**src/rtl/led_pattern_pkg.sv**
```systemverilog
// Shared types and limits for the LED pattern generator.
// Mode encoding is what software writes into the per-channel mode field.
package led_pattern_pkg;

  typedef enum logic [1:0] {
    MODE_OFF     = 2'b00,
    MODE_BLINK   = 2'b01,
    MODE_PWM     = 2'b10,
    MODE_BREATHE = 2'b11
  } mode_e;

  typedef enum logic {
    DIR_UP   = 1'b0,
    DIR_DOWN = 1'b1
  } dir_e;

  localparam int MODE_W = 2;
  localparam int MIN_CH = 1;
  localparam int MAX_CH = 8;

endpackage

```
**src/rtl/led_channel.sv**
```systemverilog
// One LED channel: mode mux, breathe ramp state and the registered LED flop.
// LED output lags its inputs by one cycle; breathe state advances only on step ticks while running.
module led_channel
  import led_pattern_pkg::*;
#(
  parameter int PWM_W = 8
) (
  input  logic             clk,
  input  logic             rst,
  input  logic [1:0]       i_mode,
  input  logic [PWM_W-1:0] i_duty,
  input  logic [PWM_W-1:0] i_pwm_cnt,
  input  logic             i_blink_bit,
  input  logic             i_step_tick,
  input  logic             i_run,
  output logic             o_led
);

  localparam logic [PWM_W-1:0] DUTY_MAX  = '1;
  localparam logic [PWM_W-1:0] DUTY_ZERO = '0;
  localparam logic [PWM_W-1:0] DUTY_ONE  = {{(PWM_W-1){1'b0}}, 1'b1};
  localparam logic [PWM_W-1:0] DUTY_TOP1 = DUTY_MAX - DUTY_ONE;

  logic [PWM_W-1:0] r_bduty;
  dir_e             r_dir;
  logic             r_led;

  logic [PWM_W-1:0] w_bduty_nxt;
  dir_e             w_dir_nxt;
  logic             w_led_nxt;
  mode_e            w_mode;

  always_ff @(posedge clk) begin
    if (rst) begin
      r_bduty <= '0;
      r_dir   <= DIR_UP;
      r_led   <= 1'b0;
    end else begin
      r_bduty <= w_bduty_nxt;
      r_dir   <= w_dir_nxt;
      r_led   <= w_led_nxt;
    end
  end

  // Without run everything holds except the LED, which is forced dark.
  always_comb begin
    w_bduty_nxt = r_bduty;
    w_dir_nxt   = r_dir;
    w_led_nxt   = 1'b0;
    w_mode      = mode_e'(i_mode);
    if (i_run) begin
      unique case (w_mode)
        MODE_OFF: begin
          w_bduty_nxt = '0;
          w_dir_nxt   = DIR_UP;
        end
        MODE_BLINK: begin
          w_led_nxt   = i_blink_bit;
          w_bduty_nxt = '0;
          w_dir_nxt   = DIR_UP;
        end
        MODE_PWM: begin
          w_led_nxt   = (i_pwm_cnt < i_duty);
          w_bduty_nxt = '0;
          w_dir_nxt   = DIR_UP;
        end
        MODE_BREATHE: begin
          w_led_nxt = (i_pwm_cnt < r_bduty);
          // Direction flips on the same update that lands on an endpoint, so the ramp never wraps.
          if (i_step_tick) begin
            if (r_dir == DIR_UP) begin
              if (r_bduty != DUTY_MAX) w_bduty_nxt = r_bduty + DUTY_ONE;
              if (r_bduty >= DUTY_TOP1) w_dir_nxt = DIR_DOWN;
            end else begin
              if (r_bduty != DUTY_ZERO) w_bduty_nxt = r_bduty - DUTY_ONE;
              if (r_bduty <= DUTY_ONE) w_dir_nxt = DIR_UP;
            end
          end
        end
      endcase
    end
  end

  assign o_led = r_led;

endmodule

```
**src/rtl/led_pattern_gen.sv**
```systemverilog
// Multi-channel LED driver: lock synchroniser, shared blink/PWM counters, NUM_CH channel instances.
// LEDs lag mode/duty by one cycle and lag LOCKED by three; no handshake, inputs are sampled every cycle.
module led_pattern_gen
  import led_pattern_pkg::*;
#(
  parameter int NUM_CH = 4,
  parameter int CNT_W  = 25,
  parameter int PWM_W  = 8,
  parameter int STEP_W = 16
) (
  input  logic                    clk,
  input  logic                    rst,
  input  logic                    locked,
  input  logic                    enable,
  input  logic [MODE_W*NUM_CH-1:0] mode,
  input  logic [PWM_W*NUM_CH-1:0] duty,
  output logic [NUM_CH-1:0]       led,
  output logic                    running
);

  if (NUM_CH < MIN_CH || NUM_CH > MAX_CH) begin : g_bad_num_ch
    $error("led_pattern_gen: NUM_CH out of range");
  end
  if (CNT_W <= NUM_CH || STEP_W > CNT_W) begin : g_bad_cnt_w
    $error("led_pattern_gen: CNT_W too small for NUM_CH or STEP_W");
  end

  logic              r_lk_meta;
  logic              r_lk_s;
  logic              r_running;
  logic [CNT_W-1:0]  r_count;
  logic [PWM_W-1:0]  r_pwm_cnt;
  logic              w_run;
  logic              w_step_tick;

  // LOCKED is asynchronous to clk; two flops before it may gate anything.
  always_ff @(posedge clk) begin
    if (rst) begin
      r_lk_meta <= 1'b0;
      r_lk_s    <= 1'b0;
    end else begin
      r_lk_meta <= locked;
      r_lk_s    <= r_lk_meta;
    end
  end

  assign w_run       = r_lk_s & enable;
  assign w_step_tick = &r_count[STEP_W-1:0];

  always_ff @(posedge clk) begin
    if (rst) begin
      r_running <= 1'b0;
      r_count   <= '0;
      r_pwm_cnt <= '0;
    end else begin
      r_running <= w_run;
      if (w_run) begin
        r_count   <= r_count + 1'b1;
        r_pwm_cnt <= r_pwm_cnt + 1'b1;
      end
    end
  end

  assign running = r_running;

  // Channel i blinks from count bit CNT_W-1-i, doubling the rate per channel.
  for (genvar i = 0; i < NUM_CH; i++) begin : g_ch
    led_channel #(
      .PWM_W(PWM_W)
    ) u_ch (
      .clk        (clk),
      .rst        (rst),
      .i_mode     (mode[MODE_W*i +: MODE_W]),
      .i_duty     (duty[PWM_W*i +: PWM_W]),
      .i_pwm_cnt  (r_pwm_cnt),
      .i_blink_bit(r_count[CNT_W-1-i]),
      .i_step_tick(w_step_tick),
      .i_run      (w_run),
      .o_led      (led[i])
    );
  end

endmodule

```
**config.mk**
```make
export PLATFORM = sky130hd
export DESIGN_NAME = led_pattern_gen
export DESIGN_NICKNAME = d
export VERILOG_FILES = /design/src/rtl/led_pattern_pkg.sv /design/src/rtl/led_channel.sv /design/src/rtl/led_pattern_gen.sv
export SDC_FILE = /design/constraint.sdc
export NUM_CORES = 1
export LEC_CHECK = 0
export CAP_MARGIN = 20
export CORE_ASPECT_RATIO = 1.75
export CORE_MARGIN = 1.5
export CORE_UTILIZATION = 40
export DETAILED_ROUTE_END_ITERATION = 12
export SLEW_MARGIN = 10
export SYNTH_ARGS = -nofsm -noshare
export SYNTH_HDL_FRONTEND = slang
export SYNTH_SLANG_ARGS = --single-unit
export TNS_END_PERCENT = 10
```
**constraint.sdc**
```tcl
create_clock -name clk -period 5.5 [get_ports clk]
set_clock_uncertainty 0.2 [all_clocks]
set_input_delay 1.1 -clock clk [delete_from_list [all_inputs] [get_ports clk]]
set_output_delay 1.1 -clock clk [all_outputs]
set_load 0.01 [all_outputs]
```
==> results of run 1 <==
-- cells in the mapped netlist, types with 4 or more instances --
cell	n	area share [%]
a2111oi_0	5	0.79
a21o_1	7	0.94
a21oi_1	47	4.2
a31oi_1	5	0.56
a32oi_1	8	1.3
and3_1	8	0.90
and4_1	7	1.1
and4b_1	5	0.90
buf_2	4	0.36
buf_4	4	0.54
clkbuf_1	12	0.81
dfxtp_1	76	27
ha_1	78	18
inv_1	69	4.7
mux2i_1	4	0.72
nand2_1	41	2.8
nand2b_1	7	0.79
nand3_1	17	1.5
nand4_1	17	1.9
nor2_1	61	4.1
nor2b_1	8	0.90
nor3_1	13	1.2
nor4_1	20	2.2
nor4b_1	6	0.94
o2111ai_1	4	0.63
o211ai_1	4	0.54
o21ai_0	33	3.0
or3_1	21	2.4
xnor2_1	29	4.6
xor2_1	12	1.9
-- power by group --
group / internal [mW] / switching, mW / leakage, nW / total, mW
logic: 0.0402 / 0.0376 / 1.69 / 0.0778
registers: 0.552 / 0.00230 / 0.612 / 0.554
clock network: 0.312 / 0.256 / 0.137 / 0.568
total: 0.904 / 0.296 / 2.44 / 1.20
-- kinds of logic (layout without fill, tap and decap cells) --
family          after synthesis  count (layout)
xor+xnor                     41              41
fa+ha+maj                    78              78
flops                        76              76
simple gates                254             254
buf+inv                      91             134
mux                           5               5
compound gates              139             139
-- worst max path at each step --
stage	startpoint	cells past startpoint	end	slack (ns)
floorplan	enable	5	g_ch[0].u_ch.r_bduty[7]	2.64
global placement	enable	6	g_ch[1].u_ch.r_bduty[7]	1.78
detailed placement	enable	6	g_ch[1].u_ch.r_bduty[7]	1.63
CTS	enable	6	g_ch[1].u_ch.r_bduty[7]	2.02
global route	enable	6	g_ch[1].u_ch.r_bduty[7]	1.78
finish	enable	6	g_ch[1].u_ch.r_bduty[7]	2.03
-- layout make-up --
| cell class | instances | area, um2 |
|---|---|---|
| clock inverters | 7 | 56.3 |
| inverters | 69 | 259 |
| repair buffers | 49 | 488 |
| fillers | 1339 | 7070 |
| flip-flops and latches | 76 | 1520 |
| multi-input cells | 517 | 3680 |
| well taps | 174 | 218 |
| clock buffers | 9 | 225 |
-- routing by layer --
layer / vias to the layer above / track usage (%)
met5: - / 0
met4: 0 / 10.8
li1: 2538 / -
met2: 100 / 41.0
met1: 2476 / 22.3
met3: 40 / 3.58
-- through the flow --
stage / util (%) / cell area (um2) / setup WS [ns] / total power [mW] / hold slack [ns]
after floorplan: - / 5570 / 2.64 / 0.597 / 0.214
after global placement: 45.6 / 6170 / 1.78 / 0.642 / 0.259
after detailed placement: 45.6 / 6170 / 1.63 / 0.645 / 0.254
after CTS: 47.7 / 6450 / 2.02 / 1.22 / 0.265
after global routing: 47.7 / 6450 / 1.78 / 1.25 / 0.275
final: 47.7 / 6450 / 2.03 / 1.20 / 0.261
-- registers in the layout, indices dropped and copies added, names as in the netlist --
register	count
g_ch.u_ch.r_dir	4
running	1
g_ch.u_ch.r_bduty	32
r_lk_meta	1
r_count	25
r_pwm_cnt	8
g_ch.u_ch.o_led	4
r_lk_s	1
==> metrics, run 1 <==
status=finished, final reports clean; Critical R2R Capture=g_ch[3].u_ch.r_bduty[4]; main combinational cell family by area after synthesis=simple AND/OR/NAND/NOR gates; hold_buf cts=0; CTS tree=done; antenna violations before repair=0; Worst path max stage delay=around 0.65 ns; critical path peak fanout=16; commonest non-fill, non-tap cell in the layout=ha_1; Synth Flop Type=dfxtp_1; H-tree depth=3; RSZ-0062 raised after global routing=no; Vias per Instance=about 5.7; minimum clock period=3.47 ns; chip height=~160 um; DRT Wirelength=15,400 um; Final period util=between 60% and 70%; Leak Pwr=2.44 nW; Detailed Place HPWL=~12,000 um; die width=roughly 92 um; Top delay family on crit path=simple AND/OR/NAND/NOR gates; syn nets=~810; type of the tightest min-delay check=register to register; Final setup viols=0; WHS Path Cells=1; Critical path buffers and inverters=1; sequential share of the synthesized area=between 20 and 30%; Port Buffer Count=48; met3 WL=381 um; placed cells=roughly 890; Post-CTS Setup Bufs=0; WS Path Type=primary input to register; max frequency=288 MHz; DRT Pass-1 Iters=5; CP Capture Type=register; number of global-route vias before repair=5,201; Req. time, crit path=5.57 ns; r2r setup slk=between 2 and 3 ns; Synth Area in Adders=between 10% and 20%; Iter 0 DRT Violations=between 200 and 250; # rows=between 50 and 60; max-cap violations=0; Final Max Tran Viols=0; GR Overflow Total=0; mux cell area share after synthesis=0.921%; Min-Delay Startpoint=r_lk_meta; DRC=0; final hold viol count=0; routed length on met1=~6000 um; Crit path arrival time=3.54 ns; largest net degree at the start of global routing=between 40 and 50; Post-synth EDFFs=0; Post-Syn Area=about 0.0056 mm2; # clock sinks=76; Unique masters post-synth=64; Top Metal Used=met4; Post-Synth Simple-Gate Area=25.4%; routed len/inst=17.1 um; CTS Buffer Depth=2; # IOs=49; nets=~840; DR vias=around 5,200; Synth async-reset ratio=0%; Die ar.=between 0.01 and 0.015 mm2; worst reg-to-reg path cell count=5; synthesis-to-layout area growth=15.9%; syn_area_per_cell=approximately 8.1 um2; CTS buffer count=9; Slew @ Worst Pin=about 0.86 ns; Root Buffer=clkbuf_16; complex-gate fraction of the synthesized area=between 10% and 20%; Core Footprint=roughly 0.014 mm2; CP Launch Type=primary input; clk_lat worst skew=about 0.34 ns; global-route wire length before repair=25,200 um; Slew headroom=a little over two fifths; hold path endpoint=r_lk_s; GRT Util Overall=between 20% and 30%; flops & latches, synth=76; n_diodes=0; Post-DRT Antenna Nets=0; critical path's slowest cell=or4_1; worst path cell trace=clkdlybuf4s50_1, nand3_2, nor4_4, nand4_1, or4_1, a21oi_1; Peak VDD IR=approximately 0.11 mV; post-synthesis xor/xnor area fraction=about 6.4%; Final Non-Filler Cells=between 900 and 1,000; yosys warns=0; DR WL met2=between 8000 and 9000 um; launch point of the worst reg-to-reg path=r_count[8]; Starting Density=41.2%; Setup TNS=0 ns; post-synthesis cell count=between 600 and 700; RePlAce Congestion=around 0.87; commonest cells after routing, fill and taps aside=ha_1, dfxtp_1, inv_1, nor2_1, clkdlybuf4s50_1; Clock transition at path regs=0.06 ns; fraction of layout cells with a size suffix above 1=between 4 and 5%; Post-CTS Resized=0; pwr/cell area=~190 mW/mm2
Note: power is estimated with default switching activity, not from simulation.
==> run 2, diff against run 1 <==
clock period = 2.93 ns   (was 5.5 ns; I/O delays follow)
==> run 2 against run 1 <==
Final cell count is 2.8% higher. Highest routed layer unchanged. Non-clock buffer count is 25 higher. Critical endpoint is now g_ch[0].u_ch.r_bduty[0]. Critical path type unchanged. First-iteration DRC count shrank 23%. Largest cell class unchanged. Sequential power is 88% higher. Worst setup slack lost 1.7 ns.
==> metrics, run 2 (synthesis results as in run 1) <==
dpl ws=0.0247 ns; biggest regs=g_ch.u_ch.r_bduty (32), r_count (25), r_pwm_cnt (8); status=finished, final reports clean; n_diodes=0; Peak VDD IR=0.221 mV; H-tree depth=3; GRT Util Overall=roughly 22%; Root Buffer=clkbuf_16; RSZ-0062 raised after global routing=no; pwr/cell area=333 mW/mm2; worst reg-to-reg path cell count=6; CTS buffer count=9; Core Footprint=0.0135 mm2; max reg flops=32; hold path endpoint=r_lk_s; fillers=about 1,300; die width=92.2 um; commonest non-fill, non-tap cell in the layout=ha_1; placed cells=between 900 and 1,000; Port Buffer Count=48; routed len/inst=17.0 um; number of global-route vias before repair=approximately 5,200; internal power=roughly 1.7 mW; WS Path Type=primary input to register; max-cap violations=0; # rows=56; Final Non-Filler Cells=926; Multi-input gate area=roughly 0.0037 mm2; global-route wire length before repair=approximately 26,000 um; # IOs=49; Setup TNS=0 ns; Slew headroom=between 50% and 60%; Vias per Instance=~5.6; largest net degree at the start of global routing=between 40 and 50; critical path peak fanout=4; Clock transition at path regs=~0.060 ns; Worst Setup SP=enable; DRC=0; most flop-heavy register=g_ch.u_ch.r_bduty; CP Capture Type=register; Post-CTS Resized=0; Final Max Tran Viols=0; Leak Pwr=2.54 nW; type of the tightest min-delay check=register to register; CP Launch Type=primary input; RePlAce Congestion=roughly 0.87; Post-CTS Setup Bufs=0; WHS Path Cells=1; Flop pwr share=~47%; Req. time, crit path=about 3 ns; Iter 0 DRT Violations=161; nets=869; Net Switching=approximately 520 uW; commonest cells after routing, fill and taps aside=ha_1, dfxtp_1, inv_1, nor2_1, clkdlybuf4s50_1; PnR Total Power=approximately 2.2 mW; Crit path arrival time=approximately 2.6 ns; fraction of layout cells with a size suffix above 1=a little under 8%; Final setup viols=0; Critical R2R Capture=g_ch[2].u_ch.r_bduty[7]; r2r setup slk=roughly 0.57 ns; Min-Delay Startpoint=r_lk_meta; Starting Density=approximately 40%; antenna violations before repair=0; DR vias=roughly 5,200; Slew @ Worst Pin=0.709 ns; clk_lat worst skew=between 0.3 and 0.4 ns; Die ar.=about 0.015 mm2; combinational power share=under 10%; minimum clock period=2.55 ns; synthesis-to-layout area growth=19.0%; Reg area=between 0.0015 and 0.002 mm2; final worst slack=about 0.38 ns; final hold viol count=0; CTS Buffer Depth=2; max frequency=~400 MHz; chip height=about 160 um; DRT Wirelength=approximately 16,000 um; switching share of power=about a quarter; hold_buf cts=0; DRT Pass-1 Iters=4; launch point of the worst reg-to-reg path=g_ch[2].u_ch.r_bduty[0]; Post-DRT Antenna Nets=0; Final period util=roughly 87%; GR Overflow Total=0; Detailed Place HPWL=approximately 12,000 um; Clk network pwr share=46.2%; CTS tree=done; # clock sinks=76
-- run 2: worst max path at each step --
stage                     cells after the start  slack (ns)                      end
after floorplan                               5        0.59  g_ch[0].u_ch.r_bduty[7]
after global placement                        6        0.06  g_ch[0].u_ch.r_bduty[0]
after detailed placement                      6        0.02  g_ch[2].u_ch.r_bduty[7]
after CTS                                     6        0.38  g_ch[2].u_ch.r_bduty[7]
after global routing                          6        0.29  g_ch[0].u_ch.r_bduty[0]
final                                         6        0.38  g_ch[0].u_ch.r_bduty[0]
-- run 2: cell type report --
class	instances	area share [%]
flip-flops and latches	76	23.0
well taps	174	3.28
inverters	69	3.91
clock inverters	6	0.623
repair buffers	74	10.2
clock buffers	10	3.45
multi-input cells	517	55.6
-- run 2: critical path, cell delays in order --
cell	delay, ns
clkdlybuf4s50_1	0.50
nand3_2	0.14
or3_1	0.45
or3_1	0.46
or3_1	0.33
a21oi_1	0.14
-- run 2: power by group through the flow --
stage	Clock [mW]	Combinational (mW)	Sequential (mW)
finish	1.02	0.150	1.04
global route	1.10	0.166	1.04
CTS	1.06	0.150	1.04
detailed placement	0	0.150	1.06
global placement	0	0.147	1.06
floorplan	0	0.0597	1.06
-- run 2: metal layers --
layer	up-vias	share of wire, %	track usage (%)
met5	-	0	0
met1	2500	40	23.5
met4	0	3.5	10.1
met3	30	3.1	3.15
met2	96	54	41.5
li1	2596	-	-
-- run 2: stage by stage --
stage | hold slack, ns | area, um2 | util [%]
floorplan | 0.214 | 5570 | -
global placement | 0.226 | 6360 | 47.0
detailed placement | 0.231 | 6360 | 47.0
CTS | 0.246 | 6630 | 49.0
global route | 0.260 | 6630 | 49.0
finish | 0.242 | 6630 | 49.0
